==> src/rtl/fpu_sequencer_pkg.sv <==
// Shared encodings for the FPU command sequencer: op codes, word packing,
// response flag positions and controller states.
package fpu_sequencer_pkg;

    localparam int W_WORD  = 23;
    localparam int W_FLAGS = 5;

    // {s, e[6:0], m[14:0]}
    localparam int S_BIT = 22;
    localparam int E_MSB = 21;
    localparam int E_LSB = 15;
    localparam int M_MSB = 14;

    localparam logic [2:0] OP_ADD  = 3'd0;
    localparam logic [2:0] OP_SUB  = 3'd1;
    localparam logic [2:0] OP_MUL  = 3'd2;
    localparam logic [2:0] OP_DIV  = 3'd3;
    localparam logic [2:0] OP_SQRT = 3'd4;

    localparam int FLAG_ZERO = 0;
    localparam int FLAG_OVF  = 1;
    localparam int FLAG_UNF  = 2;
    localparam int FLAG_TMO  = 3;
    localparam int FLAG_ILL  = 4;

    typedef enum logic [2:0] {
        ST_INIT,
        ST_IDLE,
        ST_ISSUE,
        ST_WAIT_BUSY,
        ST_WAIT_DONE,
        ST_WAIT_FIXED,
        ST_RESP
    } state_t;

    typedef logic [W_WORD-1:0] word_t;

    typedef struct packed {
        logic [2:0] op;
        word_t      a;
        word_t      b;
    } cmd_t;

    typedef struct packed {
        word_t              data;
        logic [W_FLAGS-1:0] flags;
    } rsp_t;

    function automatic logic op_legal(input logic [2:0] op);
        return op <= OP_SQRT;
    endfunction

endpackage

==> src/rtl/fpu_sequencer_watchdog.sv <==
// Loadable down-counter shared by the sequencer's wait states; expire flags
// the terminal count so the owner decides what to do with it.
module seq_watchdog #(
    parameter int W = 6
) (
    input  logic         clk,
    input  logic         rst_n,
    input  logic         clear,
    input  logic         load,
    input  logic [W-1:0] load_val,
    input  logic         en,
    output logic         expire
);

    logic [W-1:0] count;

    always_ff @(posedge clk) begin
        if (!rst_n)
            count <= '0;
        else if (clear)
            count <= '0;
        else if (load)
            count <= load_val;
        else if (en && count != '0)
            count <= count - 1'b1;
    end

    // A load of N expires in the Nth enabled cycle after the load.
    assign expire = (count <= W'(1));

endmodule

==> src/rtl/fpu_sequencer.sv <==
// Command-level controller for the fpu datapath: one operation in flight,
// single-cycle strobes, idle/fixed-wait completion, watchdog recovery.
module fpu_sequencer
    import fpu_sequencer_pkg::*;
#(
    parameter int TIMEOUT   = 63,
    parameter int SQRT_WAIT = 20
) (
    input  logic        clk,
    input  logic        rst_n,
    input  logic        cmd_valid,
    output logic        cmd_ready,
    input  logic [2:0]  cmd_op,
    input  logic [22:0] cmd_a,
    input  logic [22:0] cmd_b,
    output logic        rsp_valid,
    input  logic        rsp_ready,
    output logic [22:0] rsp_data,
    output logic [4:0]  rsp_flags,
    output logic        fpu_reset,
    output logic        fpu_add,
    output logic        fpu_sub,
    output logic        fpu_mul,
    output logic        fpu_div,
    output logic        fpu_sqrt,
    output logic        fpu_reg1_s,
    output logic [6:0]  fpu_reg1_e,
    output logic [14:0] fpu_reg1_m,
    output logic        fpu_reg2_s,
    output logic [6:0]  fpu_reg2_e,
    output logic [14:0] fpu_reg2_m,
    input  logic        fpu_res_s,
    input  logic [6:0]  fpu_res_e,
    input  logic [14:0] fpu_res_m,
    input  logic        fpu_zero,
    input  logic        fpu_ovf,
    input  logic        fpu_unf,
    input  logic        fpu_idle
);

    localparam int WD_MAX = (TIMEOUT > SQRT_WAIT) ? TIMEOUT : SQRT_WAIT;
    localparam int WD_W   = $clog2(WD_MAX + 1);
    localparam logic [WD_W-1:0] WD_TIMEOUT = WD_W'(TIMEOUT);
    localparam logic [WD_W-1:0] WD_SQRT    = WD_W'(SQRT_WAIT);

    state_t          state, state_nx;
    cmd_t            cmd_q;
    rsp_t            rsp_q;
    logic            fpu_reset_q, fpu_reset_nx;
    logic            cap_res, cap_tmo;
    logic            wd_clear, wd_load, wd_en, wd_expire;
    logic [WD_W-1:0] wd_val;
    logic            accept;

    assign accept = cmd_valid && cmd_ready;

    seq_watchdog #(.W(WD_W)) u_wd (
        .clk      (clk),
        .rst_n    (rst_n),
        .clear    (wd_clear),
        .load     (wd_load),
        .load_val (wd_val),
        .en       (wd_en),
        .expire   (wd_expire)
    );

    // fpu_reset is registered so it stays high for the cycle after rst_n release
    always_ff @(posedge clk) begin
        if (!rst_n) begin
            state       <= ST_INIT;
            fpu_reset_q <= 1'b1;
        end else begin
            state       <= state_nx;
            fpu_reset_q <= fpu_reset_nx;
        end
    end

    always_comb begin
        state_nx     = state;
        fpu_reset_nx = 1'b0;
        cap_res      = 1'b0;
        cap_tmo      = 1'b0;
        wd_clear     = 1'b0;
        wd_load      = 1'b0;
        wd_en        = 1'b0;
        wd_val       = WD_TIMEOUT;
        case (state)
            ST_INIT: begin
                // Hold the budget while the FPU is still in reset; idle is undefined then.
                if (fpu_reset_q) begin
                    wd_load = 1'b1;
                end else begin
                    wd_en = 1'b1;
                    if (fpu_idle)
                        state_nx = ST_IDLE;
                    else if (wd_expire)
                        fpu_reset_nx = 1'b1;
                end
            end
            ST_IDLE: begin
                wd_clear = 1'b1;
                if (accept)
                    state_nx = op_legal(cmd_op) ? ST_ISSUE : ST_RESP;
            end
            ST_ISSUE: begin
                wd_load = 1'b1;
                if (cmd_q.op == OP_SQRT) begin
                    wd_val   = WD_SQRT;
                    state_nx = ST_WAIT_FIXED;
                end else begin
                    state_nx = ST_WAIT_BUSY;
                end
            end
            ST_WAIT_BUSY: begin
                wd_en = 1'b1;
                if (!fpu_idle) begin
                    state_nx = ST_WAIT_DONE;
                end else if (wd_expire) begin
                    cap_tmo      = 1'b1;
                    fpu_reset_nx = 1'b1;
                    state_nx     = ST_RESP;
                end
            end
            ST_WAIT_DONE: begin
                wd_en = 1'b1;
                if (fpu_idle) begin
                    cap_res  = 1'b1;
                    state_nx = ST_RESP;
                end else if (wd_expire) begin
                    cap_tmo      = 1'b1;
                    fpu_reset_nx = 1'b1;
                    state_nx     = ST_RESP;
                end
            end
            ST_WAIT_FIXED: begin
                wd_en = 1'b1;
                if (wd_expire) begin
                    cap_res  = 1'b1;
                    state_nx = ST_RESP;
                end
            end
            ST_RESP: begin
                if (rsp_ready) begin
                    if (rsp_q.flags[FLAG_TMO]) begin
                        wd_load  = 1'b1;
                        state_nx = ST_INIT;
                    end else begin
                        state_nx = ST_IDLE;
                    end
                end
            end
            default: state_nx = ST_INIT;
        endcase
    end

    always_comb begin
        cmd_ready = (state == ST_IDLE);
        rsp_valid = (state == ST_RESP);
        fpu_add   = 1'b0;
        fpu_sub   = 1'b0;
        fpu_mul   = 1'b0;
        fpu_div   = 1'b0;
        fpu_sqrt  = 1'b0;
        if (state == ST_ISSUE) begin
            case (cmd_q.op)
                OP_ADD:  fpu_add  = 1'b1;
                OP_SUB:  fpu_sub  = 1'b1;
                OP_MUL:  fpu_mul  = 1'b1;
                OP_DIV:  fpu_div  = 1'b1;
                OP_SQRT: fpu_sqrt = 1'b1;
                default: ;
            endcase
        end
    end

    always_ff @(posedge clk) begin
        if (!rst_n) begin
            cmd_q <= '0;
            rsp_q <= '0;
        end else begin
            if (accept) begin
                cmd_q <= '{op: cmd_op, a: cmd_a, b: cmd_b};
                if (!op_legal(cmd_op)) begin
                    rsp_q.data            <= '0;
                    rsp_q.flags           <= '0;
                    rsp_q.flags[FLAG_ILL] <= 1'b1;
                end
            end
            if (cap_res) begin
                rsp_q.data             <= {fpu_res_s, fpu_res_e, fpu_res_m};
                rsp_q.flags            <= '0;
                rsp_q.flags[FLAG_ZERO] <= fpu_zero;
                rsp_q.flags[FLAG_OVF]  <= fpu_ovf;
                rsp_q.flags[FLAG_UNF]  <= fpu_unf;
            end
            if (cap_tmo) begin
                rsp_q.data            <= '0;
                rsp_q.flags           <= '0;
                rsp_q.flags[FLAG_TMO] <= 1'b1;
            end
        end
    end

    assign rsp_data   = rsp_q.data;
    assign rsp_flags  = rsp_q.flags;
    assign fpu_reset  = fpu_reset_q;
    assign fpu_reg1_s = cmd_q.a[S_BIT];
    assign fpu_reg1_e = cmd_q.a[E_MSB:E_LSB];
    assign fpu_reg1_m = cmd_q.a[M_MSB:0];
    assign fpu_reg2_s = cmd_q.b[S_BIT];
    assign fpu_reg2_e = cmd_q.b[E_MSB:E_LSB];
    assign fpu_reg2_m = cmd_q.b[M_MSB:0];

endmodule

==> config.mk <==
export PLATFORM = sky130hd
export DESIGN_NAME = fpu_sequencer
export DESIGN_NICKNAME = d
export VERILOG_FILES = /design/src/rtl/fpu_sequencer_pkg.sv /design/src/rtl/fpu_sequencer_watchdog.sv /design/src/rtl/fpu_sequencer.sv
export SDC_FILE = /design/constraint.sdc
export NUM_CORES = 1
export LEC_CHECK = 0
export ABC_AREA = 1
export ABC_CLOCK_PERIOD_IN_PS = 4100
export BUFFER_PORTS_ARGS = -buffer_cell sky130_fd_sc_hd__buf_2
export CAP_MARGIN = 0
export CORE_MARGIN = 2
export CORE_UTILIZATION = 30
export DETAILED_ROUTE_END_ITERATION = 16
export MAX_ROUTING_LAYER = met4
export PLACE_DENSITY_LB_ADDON = 0.1
export SLEW_MARGIN = 40
export SYNTH_ARGS = -nofsm -noshare
export SYNTH_HDL_FRONTEND = slang
export SYNTH_HIERARCHICAL = 1
export SYNTH_SLANG_ARGS = --single-unit
==> constraint.sdc <==
create_clock -name clk -period 4.1 [get_ports clk]
set_clock_uncertainty 0.05 [all_clocks]
set_input_delay 0.82 -clock clk [delete_from_list [all_inputs] [get_ports clk]]
set_output_delay 0.82 -clock clk [all_outputs]
set_load 0.01 [all_outputs]
==> impl_metrics.py, run 1 <==
metrics = {
    "sta": {
        "finalSetupTns_ns": 0,
        "maxSlewViolCount": 0,
        "fin_crit_sh_pct": 60.7,
        "min_period_ns": 2.49,
        "rsz0062_at_grt": "false",
        "max_clock_freq_mhz": 402,
        "setup_viol": 0,
        "hold_violations": 0,
        "tightest_slew_ns": 0.574,
        "setup_slack_ns": 1.61,
        "slew-limit-headroom_pct": 61.7,
    },
    "clock_network": {
        "cts_buffers": 9,
        "path_clk_slew_ns": 0.07,
        "cts_resized": 0,
        "cts_setup_buffers": 0,
        "cts_hold_buf": 0,
        "ctsRootBufferMaster": "clkbuf_16",
        "clockBufferDepth": 2,
        "htree_levels": 3,
        "cts_tree": "done",
        "cts.sinks": 87,
        "clock_latency_ns": 0.34,
    },
    "floorplan": {
        "initial_core_util_pct": 30.8,
        "coreArea_um2": 12700,
        "io_pins": 162,
        "die_area_um2": 14000,
        "num_rows": 41,
        "dieWidth_um": 118,
        "die_h_um": 118,
    },
    "cells_and_area": {
        "instances_no_fill": 802,
        "synthToLayoutAreaGrowth_pct": 22.2,
        "seq_area_um2": 1740,
        "multi_input_area_um2": 1590,
        "fin_nets": 708,
        "drive_gt1_share_pct": 31.4,
        "num-fill-cells": 1401,
        "antenna-diode-count": 0,
        "finalInstanceArea_um2": 4770,
    },
    "place": {
        "gp_routability_congestion": 0.826,
        "placed_cell_area_um2": 4470,
        "dp_cells": 786,
        "pre_cts_ws_ns": 1.84,
        "io_buffers": 161,
        "dp.final_hpwl_mm": 7.16,
    },
    "power": {
        "powerDensity_nw_per_um2": 548,
        "p_leak_nw": 2.26,
        "ir_drop_mv": 0.194,
    },
    "run_status": {
        "outcome": "complete, no violations",
    },
    "global_routing": {
        "grt_pass1_wl_mm": 16.4,
        "antenna_found_initial": 0,
        "grt_pass1_vias": 3349,
        "overflow": 0,
        "track_usage_pct": 15.1,
        "grt_max_degree": 54,
    },
    "drt": {
        "detail_route.vias_per_cell": 4.46,
        "dr_total_vias": 3577,
        "drt_iter0_drc": 239,
        "wl_per_cell_um": 12.7,
        "drc_errors": 0,
        "ant_nets": 0,
        "firstDrtPassIters": 4,
        "routed_wl_mm": 10.2,
    },
    "setup_path": {
        "critPathKind": "reg2out",
        "crit_fanout": 10,
        "cp-end-kind": "output pin",
        "critPathRequiredTime_ns": 3.23,
        "crit_path_start_kind": "flop",
        "crit_arrival_ns": 1.62,
    },
    "synthesis": {
        "synthesis.area_um2": 3910,
        "yosysWarnings": 6,
        "synth_enable_flop_cells": 0,
        "async_flop_share_pct": 0,
        "ys.flop_type": "dfxtp_1",
        "ys_types": 30,
        "seq_area_frac_synth_pct": 44.6,
        "ys_top_cells_by_area": "dfxtp_1 45%, nor2_1 11%, buf_4 9.6%",
        "yosys_register_bits": 87,
        "avgSynthCellArea_um2": 7.54,
        "syn_inst": 518,
        "synth_top_area_share_pct": 44.6,
        "synth_top_area_cell": "dfxtp_1",
    },
    "run": {
        "cap_violations": 0,
    },
    "hold_path": {
        "min_path_type": "reg2reg",
    },
}
## metrics by stage
step           hold slack, ns  utilization, %  power [W]
3_5_place_dp            0.417            35.2    0.00180
6_report                0.424            37.7    0.00261
4_1_cts                 0.430            37.7    0.00266
2_1_floorplan           0.405               -    0.00167
5_1_grt                 0.452            37.7    0.00281
3_3_place_gp            0.409            35.2    0.00179
## where the power goes
part	internal [W]	total (W)	switching, W
registers	0.000967	0.00105	0.0000844
clock network	0.000504	0.000843	0.000339
logic	0.000274	0.000720	0.000446
## final cells by class
cell class,count,area share [%]
clock inverters,5,1.18
inverters,26,2.15
multi-input cells,338,33.2
well taps,172,4.51
repair buffers,163,17.2
clock buffers,11,5.29
flip-flops and latches,87,36.5
## cells in the final DEF (no fill, tap or decap), types with 2 or more instances in the layout
master	instances
buf_2	161
nor2_1	117
dfxtp_1	87
o21ai_0	53
nand2_1	48
nand3_1	40
a21oi_1	39
inv_1	20
clkbuf_16	9
inv_2	5
nor2_2	5
nor3_1	5
xor2_1	4
o211ai_1	3
nand2_2	3
nand2_4	3
nand4_1	3
o21ai_1	3
ha_1	3
nor4_1	2
clkinv_4	2
clkbuf_8	2
clkinv_2	2
buf_4	2
conb_1	2
## cells in the mapped netlist (4+ instances only)
library cell,count
nand2_1,48
buf_2,6
clkbuf_1,7
a21oi_1,39
nor3_1,5
nor2_2,5
buf_6,4
inv_2,5
nand3_1,40
xor2_1,4
dfxtp_1,87
nor2_1,117
inv_1,20
buf_4,50
o21ai_0,53
## final timing paths
| path | slack [ns] | from | depth (start not counted) | endpoint |
|---|---|---|---|---|
| hold / removal | 0.42 | fpu_reg1_m[8] | 2 | fpu_reg1_m[8] |
| setup reg to reg | 1.86 | u_wd/count[0] | 10 | rsp_data[19] |
| setup / recovery | 1.61 | state[1] | 3 | fpu_sqrt |
| hold reg to reg | 0.42 | fpu_reg1_m[8] | 2 | fpu_reg1_m[8] |
## kinds of logic after synthesis
group	Yosys count	share of synthesized area [%]
buffers and inverters	94	14.9
DFF	87	44.6
AOI/OAI and AO/OA	101	13.5
adders and majority gates	3	0.961
and+or+nand+nor	228	25.0
other	1	0.0960
xor gates and xnor gates	4	0.897
## metal layers
| layer | global-route usage (%) | vias to the layer above | routed length (um) |
|---|---|---|---|
| li1 | - | 1854 | - |
| met1 | 18.6 | 1608 | 4700 |
| met2 | 22.7 | 104 | 4630 |
| met3 | 5.67 | 11 | 711 |
| met4 | 5.50 | 0 | 159 |
| met5 | - | - | 0 |
## state kept, by name, summed over array words and instances, names as in the netlist
| name | flops |
|---|---|
| cmd_q | 3 |
| fpu_reg1_e | 7 |
| fpu_reg1_m | 15 |
| fpu_reg1_s | 1 |
| fpu_reg2_e | 7 |
| fpu_reg2_m | 15 |
| fpu_reg2_s | 1 |
| fpu_reset | 1 |
| rsp_data | 23 |
| rsp_flags | 5 |
| state | 3 |
| u_wd/count | 6 |
## critical path: stages, from the launching register on
cell	delay [ns]
dfxtp_1	0.52
nand3_1	0.27
nor2_1	0.29
buf_2	0.20
Power figures use the tool's default switching activity.
==> inputs of run 2 (changes only) <==
--- a/config.mk
+++ b/config.mk
@@ -6,7 +6,7 @@
 export NUM_CORES = 1
 export LEC_CHECK = 0
 export ABC_AREA = 1
-export ABC_CLOCK_PERIOD_IN_PS = 4100
+export ABC_CLOCK_PERIOD_IN_PS = 2500
 export BUFFER_PORTS_ARGS = -buffer_cell sky130_fd_sc_hd__buf_2
 export CAP_MARGIN = 0
 export CORE_MARGIN = 2
==> constraint.sdc (replaced) <==
create_clock -name clk -period 2.5 [get_ports clk]
set_clock_uncertainty 0.05 [all_clocks]
set_input_delay 0.5 -clock clk [delete_from_list [all_inputs] [get_ports clk]]
set_output_delay 0.5 -clock clk [all_outputs]
set_load 0.01 [all_outputs]
==> impl_metrics.py, run 2 (synthesized netlist as in run 1, its figures left out) <==
metrics = {
    "run_status": {
        "outcome": "complete, no violations",
    },
    "cells_and_area": {
        "final_common_cell": "buf_2",
        "synthToLayoutAreaGrowth_pct": 23.6,
        "largest_reg_flops": 23,
        "fin_nets": 711,
        "drive_gt1_share_pct": 31.6,
        "final_cell_mix": "161 x buf_2, 117 x nor2_1, 87 x dfxtp_1",
        "finalInstanceArea_um2": 4830,
    },
    "sta": {
        "fin_crit_sh_pct": 89.5,
        "max_clock_freq_mhz": 447,
        "hold_violations": 0,
        "rsz0062_at_grt": "false",
        "slew-limit-headroom_pct": 60.9,
        "min_period_ns": 2.24,
        "tightest_slew_ns": 0.585,
        "finalSetupTns_ns": 0,
        "maxSlewViolCount": 0,
        "setup_viol": 0,
    },
    "floorplan": {
        "num_rows": 41,
        "io_pins": 162,
        "die_h_um": 118,
        "die_area_um2": 14000,
        "initial_core_util_pct": 30.8,
        "coreArea_um2": 12700,
        "dieWidth_um": 118,
    },
    "setup_path": {
        "critPathRequiredTime_ns": 2.71,
        "cpPeakStageDelay_ns": 0.43,
        "worstPathCellList": "inv_1, ha_1, o211a_1, inv_1, nand2_1, nand3_1, inv_6, nand2_1, a21oi_1",
        "critPathKind": "reg2reg",
        "critPathSlowestCell": "nand3_1",
        "crit_path_start_kind": "flop",
        "crit_arrival_ns": 2.44,
        "cp-end-kind": "flop",
        "reg2regPathDepth": 9,
        "crit_fanout": 27,
    },
    "drt": {
        "firstDrtPassIters": 7,
        "wl_per_cell_um": 12.9,
        "detail_route.vias_per_cell": 4.53,
        "drt_iter0_drc": 183,
        "dr_wl_met3_um": 646,
        "routed_wl_mm": 10.3,
        "drc_errors": 0,
        "ant_nets": 0,
        "dr_wl_met2_mm": 4.73,
        "dr_total_vias": 3648,
        "wl_met1_mm": 4.73,
        "top_layer": "met4",
    },
    "power": {
        "p_leak_nw": 2.28,
        "powerDensity_nw_per_um2": 913,
        "ir_drop_mv": 0.314,
    },
    "clock_network": {
        "cts_tree": "done",
        "htree_levels": 3,
        "clock_latency_ns": 0.33,
        "ctsRootBufferMaster": "clkbuf_16",
        "cts_buffers": 9,
        "cts_resized": 0,
        "cts_setup_buffers": 0,
        "cts_hold_buf": 0,
        "cts.sinks": 87,
        "clockBufferDepth": 2,
        "path_clk_slew_ns": 0.06,
    },
    "hold_path": {
        "min_path_type": "in2reg",
        "min_path_cells": 3,
    },
    "run": {
        "cap_violations": 0,
    },
    "global_routing": {
        "grt_max_degree": 50,
        "grt_pass1_vias": 3378,
        "track_usage_pct": 15.1,
        "antenna_found_initial": 1,
        "overflow": 0,
        "grt_pass1_wl_mm": 16.4,
    },
    "place": {
        "dp.final_hpwl_mm": 7.33,
        "placed_cell_area_um2": 4490,
        "io_buffers": 161,
        "gp_routability_congestion": 0.841,
    },
}
-- run 2: path summary, 6_finish.rpt --
kind	start	to	slack (ns)
setup / recovery	u_wd/count[0]	rsp_data[22]	0.26
hold reg to reg	fpu_reg2_e[1]	fpu_reg2_e[1]	0.42
setup reg to reg	u_wd/count[0]	rsp_data[22]	0.26
hold / removal	cmd_b[16]	fpu_reg2_e[1]	0.36
-- run 2: area by class of cell --
type | instances | area, um2
inverters | 26 | 108
multi-input cells | 338 | 1590
diodes | 1 | 2.50
fillers | 1365 | 7840
well taps | 172 | 215
clock inverters | 3 | 65.1
flip-flops and latches | 87 | 1740
repair buffers | 166 | 843
clock buffers | 12 | 267
-- run 2: per-stage QoR --
stage | util (%) | power, W | hold WS, ns | setup slack [ns] | std cells
global placement | 35.4 | 0.00296 | 0.407 | 0.227 | 789
floorplan | - | 0.00274 | 0.405 | 0.714 | 519
CTS | 38.0 | 0.00448 | 0.343 | 0.123 | 804
global route | 38.1 | 0.00470 | 0.352 | 0.0246 | 805
detailed placement | 35.4 | 0.00296 | 0.416 | 0.149 | 789
finish | 38.1 | 0.00441 | 0.360 | 0.263 | 805
-- run 2: metal layers --
metal  GRT usage, %  vias to the layer above
li1               -                     1860
met5              -                        -
met1           18.8                     1649
met2           22.6                      120
met4           7.30                        0
met3           4.22                       19
-- run 2: power by group --
group	switching [W]	leakage (nW)	internal [W]
clock network	0.000544	0.165	0.000950
registers	0.000134	0.708	0.00159
logic	0.000730	1.41	0.000462
-- run 2: critical path: cells and delay by family (launching register included) --
kind	cells	cell delay (ns)
AO/OA/AOI/OAI	2	0.39
adder cells (fa/ha/maj)	1	0.23
buffers and inverters	3	0.56
flip-flops	1	0.33
AND/OR/NAND/NOR	3	0.59
